`config.mk`:
```
export PLATFORM = sky130hd
export DESIGN_NAME = cart_ram_bridge
export DESIGN_NICKNAME = d
export VERILOG_FILES = /design/src/rtl/cart_ram_bridge.sv
export SDC_FILE = /design/constraint.sdc
export NUM_CORES = 1
export LEC_CHECK = 0
export CAP_MARGIN = 5
export CORE_MARGIN = 3
export CORE_UTILIZATION = 42
export DETAILED_ROUTE_END_ITERATION = 6
export PLACE_DENSITY = 0.89
export SYNTH_ARGS = -nofsm -noshare
export SYNTH_HDL_FRONTEND = slang
export SYNTH_SLANG_ARGS = --single-unit
```
`constraint.sdc`:
```
create_clock -name clk -period 3.4 [get_ports clk]
set_input_delay 0.34 -clock clk [delete_from_list [all_inputs] [get_ports clk]]
set_output_delay 0.34 -clock clk [all_outputs]
set_load 0.02 [all_outputs]
```
`src/rtl/cart_ram_bridge.sv`:
```
`default_nettype none
// ============================================================================
// Module   : cart_ram_bridge
// Purpose  : Sequences wait-stated cartridge RAM reads and writes.
//            Stalls the CPU via cpu_rdy until each access completes.
// Revision : 1.0  initial release
// ============================================================================
module cart_ram_bridge #(
   parameter int ADDR_W     = 15,
   parameter int DATA_W     = 8,
   parameter int READ_WAIT  = 2,
   parameter int WRITE_WAIT = 1
) (
   input  logic              clk,
   input  logic              reset,
   input  logic              r_en,
   input  logic              w_en,
   input  logic [15:0]       addr_in,
   input  logic [DATA_W-1:0] cpu_data_in,
   output logic [DATA_W-1:0] cpu_data_out,
   output logic              cpu_rdy,
   output logic [ADDR_W-1:0] ram_addr,
   output logic [DATA_W-1:0] ram_data_out,
   input  logic [DATA_W-1:0] ram_data_in,
   output logic              ram_ce,
   output logic              ram_oe,
   output logic              ram_we,
   output logic              busy
);

   typedef enum logic [1:0] {
      S_IDLE  = 2'd0,
      S_READ  = 2'd1,
      S_WRITE = 2'd2,
      S_DONE  = 2'd3
   } state_t;

   localparam logic [3:0] C_RD_INIT = 4'(READ_WAIT - 1);
   localparam logic [3:0] C_WR_INIT = 4'(WRITE_WAIT - 1);

   state_t              r_state, w_state_nxt;
   logic [3:0]          r_cnt, w_cnt_nxt;
   logic [DATA_W-1:0]   r_dout, w_dout_nxt;
   logic [ADDR_W-1:0]   r_addr, w_addr_nxt;
   logic [DATA_W-1:0]   r_wdata, w_wdata_nxt;
   logic                r_ce, w_ce_nxt;
   logic                r_oe, w_oe_nxt;
   logic                r_we, w_we_nxt;

   // Only the low ADDR_W address bits reach the RAM.
   if (ADDR_W < 16) begin : g_addr_unused
      logic w_unused_addr;
      assign w_unused_addr = ^addr_in[15:ADDR_W];
   end

   always_comb begin
      w_state_nxt = r_state;
      w_cnt_nxt   = r_cnt;
      w_dout_nxt  = r_dout;
      w_addr_nxt  = r_addr;
      w_wdata_nxt = r_wdata;
      w_ce_nxt    = r_ce;
      w_oe_nxt    = r_oe;
      w_we_nxt    = r_we;
      case (r_state)
         S_IDLE: begin
            if (w_en) begin
               w_addr_nxt  = addr_in[ADDR_W-1:0];
               w_wdata_nxt = cpu_data_in;
               w_ce_nxt    = 1'b1;
               w_we_nxt    = 1'b1;
               w_cnt_nxt   = C_WR_INIT;
               w_state_nxt = S_WRITE;
            end else if (r_en) begin
               w_addr_nxt  = addr_in[ADDR_W-1:0];
               w_ce_nxt    = 1'b1;
               w_oe_nxt    = 1'b1;
               w_cnt_nxt   = C_RD_INIT;
               w_state_nxt = S_READ;
            end
         end
         S_READ: begin
            if (r_cnt == 4'd0) begin
               w_dout_nxt  = ram_data_in;
               w_ce_nxt    = 1'b0;
               w_oe_nxt    = 1'b0;
               w_state_nxt = S_DONE;
            end else begin
               w_cnt_nxt = r_cnt - 4'd1;
            end
         end
         S_WRITE: begin
            if (r_cnt == 4'd0) begin
               w_ce_nxt    = 1'b0;
               w_we_nxt    = 1'b0;
               w_state_nxt = S_DONE;
            end else begin
               w_cnt_nxt = r_cnt - 4'd1;
            end
         end
         default: w_state_nxt = S_IDLE;
      endcase
   end

   always_ff @(posedge clk) begin
      if (reset) begin
         r_state <= S_IDLE;
         r_cnt   <= '0;
         r_dout  <= '0;
         r_addr  <= '0;
         r_wdata <= '0;
         r_ce    <= 1'b0;
         r_oe    <= 1'b0;
         r_we    <= 1'b0;
      end else begin
         r_state <= w_state_nxt;
         r_cnt   <= w_cnt_nxt;
         r_dout  <= w_dout_nxt;
         r_addr  <= w_addr_nxt;
         r_wdata <= w_wdata_nxt;
         r_ce    <= w_ce_nxt;
         r_oe    <= w_oe_nxt;
         r_we    <= w_we_nxt;
      end
   end

   // The stall must start in the very cycle a request shows up in IDLE.
   assign cpu_rdy      = ((r_state == S_IDLE) && !r_en && !w_en) || (r_state == S_DONE);
   assign busy         = (r_state != S_IDLE);
   assign cpu_data_out = r_dout;
   assign ram_addr     = r_addr;
   assign ram_data_out = r_wdata;
   assign ram_ce       = r_ce;
   assign ram_oe       = r_oe;
   assign ram_we       = r_we;

endmodule
`default_nettype wire
```
==> impl_results.md <==
- Final wirelength: 3.94 mm
- Syn Nets: 248
- Unrepaired setup endpoints after global routing: no
- Hold_sp: ram_data_out[6]
- Initial antenna violation count: 0
- Hold path depth: 2
- Synthesized area: 0.00172 mm²
- Worst Setup Start Kind: flip-flop
- Final setup viols: 0
- Post_cts resized: 0
- Sequential area share after synthesis: 46.6%
- Placed insts: 312
- Number of flops mapped to enable cells by yosys: 0
- Core box area: 0.00380 mm²
- WHS Endpoint: ram_data_out[6]
- Largest net degree at the start of global routing: 21
- Chip height: 70.0 µm
- Leak: 0.971 nW
- Total negative slack: 0 ns
- Synth top area cells: dfxtp_1 (47%), nand2_1 (11%), a21oi_1 (7.6%)
- Wirelength per Cell: 12.3 µm
- Synth warn: 0
- Largest buffer count on any clock path: 2
- Clock root cell: clkbuf_8
- Worst EP arrival: 2.33 ns
- Clock Sinks: 40
- P&R area growth vs syn: 47.7%
- Fin crit period: 2.67 ns
- Commonest non-fill, non-tap cells in the layout: clkdlybuf4s50_1 (70), nand2_1 (51), dfxtp_1 (40)
- Seq cells post-synth: 40
- Antenna viol nets, final: 0
- Maximum Capacitance Violations: 0
- Final hold violations: 0
- Number of global-route vias before repair: 1495
- Final HPWL DP: 2.97 mm
- Overall Global Routing Usage: 16.3%
- H-tree Lvls: 2
- Clock slew at reported path FFs: 0.07 ns
- Fin. max-slew vios: 0
- Cells on worst reg2reg path: 5
- I/O Buffers: 70
- CTS Hold Bufs: 0
- Synth Instances: 204
- Total CTS buffers: 5
- # diodes: 0
- Kind of critical path: flip-flop to primary output
- Placement Rows: 22
- Worst flop-to-flop path endpoint: r_cnt[2]
- Reg-to-reg startpoint: r_state[1]
- Worst setup EP type: primary output
- Later-pin clock latency in the skew report: 0.28 ns
- Power Dens Cells: 732 mW/mm²
- Residual DRC: 0
- CTS tree: yes
- Peak supply drop: 0.445 mV
- Crit-path max FO: 12
- CP Data Required Time: 3.06 ns
- Worst setup startpoint: r_state[1]
- Setup bufs post-CTS: 0
- Slew Limit Headroom: 61.2%
- Commonest non-fill, non-tap cell in the layout: clkdlybuf4s50_1
- Placer Congestion: 0.812
- Worst min path class: flip-flop to flip-flop
- Global-route wire length before repair: 6.64 mm
- Tcrit/Tclk final: 78.5%
- F_max: 0.375 GHz
- Filler instances: 306
- Ports: 72
- Die ar.: 0.00490 mm²
- DR iter-0 viols: 55
- Die X: 70.0 µm
- Final core area utilization: 66.8%
- Register-to-register setup slack: 1.64 ns
- Final Non-Filler Cells: 320
- Post-synth ARST share: 0%
- Cell taking the most area after synthesis: dfxtp_1
- Run status: complete, no violations
- Synth unique cells: 31
- Predominant post-synthesis flop cell: dfxtp_1
- DR vias: 1615
- Synth top area share: 46.6%
- Vias per std cell: 5.05
- Share of layout cells above drive strength 1: 4.41%
- Worst slew pin tran: 0.580 ns
- TritonRoute pass-1 iters: 4
- GRT overflow: 0
- Initial Utilization: 45.3%
- Final #Nets: 315
- Setup Skew: 0.00175 ns
- Syn Area/Cell: 8.43 µm²
## how the worst max path moves through the flow
| stage | slack [ns] | cells after the start | to |
|---|---|---|---|
| 2_1_floorplan | 1.82 | 4 | cpu_rdy |
| 3_3_place_gp | 0.87 | 4 | cpu_rdy |
| 3_5_place_dp | 0.87 | 4 | cpu_rdy |
| 4_1_cts | 0.72 | 5 | cpu_rdy |
| 5_1_grt | 0.60 | 5 | cpu_rdy |
| 6_report | 0.73 | 5 | cpu_rdy |
## area by class of cell
cell class	instances	area [µm²]	area share [%]
clock buffers	7	86.3	3.40
clock inverters	1	7.51	0.296
inverters	9	33.8	1.33
multi-input cells	142	827	32.6
flip-flops and latches	40	801	31.5
well taps	48	60.1	2.37
repair buffers	73	723	28.5
## state kept, by name (all words and copies together), names as in the netlist
| register | cells |
|---|---|
| r_cnt | 4 |
| ram_data_out | 8 |
| ram_oe | 1 |
| ram_addr | 15 |
| ram_ce | 1 |
| ram_we | 1 |
| r_state | 2 |
| cpu_data_out | 8 |
## logic make-up after synthesis
family	after synthesis	synth area share, %
AND/OR/NAND/NOR	81	21.5
AO/OA/AOI/OAI	43	15.0
flip-flops	40	46.6
buffers and inverters	22	5.31
multiplexers	10	5.82
adder cells (fa/ha/maj)	8	5.82
## power breakdown
group	internal, mW	switching, mW	total (mW)
clock	0.165	0.152	0.317
combinational	0.408	0.482	0.890
sequential	0.581	0.0693	0.650
total	1.15	0.703	1.86
## worst max-delay path, stage by stage (launching register included)
cell,delay (ns)
dfxtp_1,0.34
inv_1,0.12
ha_1,0.37
or3b_2,0.53
nand2b_1,0.09
clkdlybuf4s50_1,0.60
## stage by stage
step           hold slack [ns]  power, mW  worst slack [ns]  cell area, µm²
2_1_floorplan            0.468       1.24              1.82            1720
3_3_place_gp             0.441       1.53             0.873            2440
3_5_place_dp             0.447       1.55             0.874            2440
4_1_cts                  0.458       1.88             0.718            2540
5_1_grt                  0.475       1.99             0.598            2540
6_report                 0.457       1.86             0.731            2540
## cells in the mapped netlist (2+ instances only)
master	count
a21oi_1	26
a22oi_1	2
buf_2	7
clkbuf_1	5
dfxtp_1	40
ha_1	8
inv_1	9
mux2i_1	10
nand2_1	51
nand2b_1	2
nand4_1	4
nor2_1	11
nor2b_1	3
nor3b_1	3
o211ai_1	2
o21ai_0	4
o32ai_1	3
## routing by layer
layer  wire, µm  global-route usage [%]
met5          0                       0
met4         22                    4.89
met3        435                    8.20
met2       1900                    26.9
met1       1590                    18.5
(Power assumes the default switching activity.)
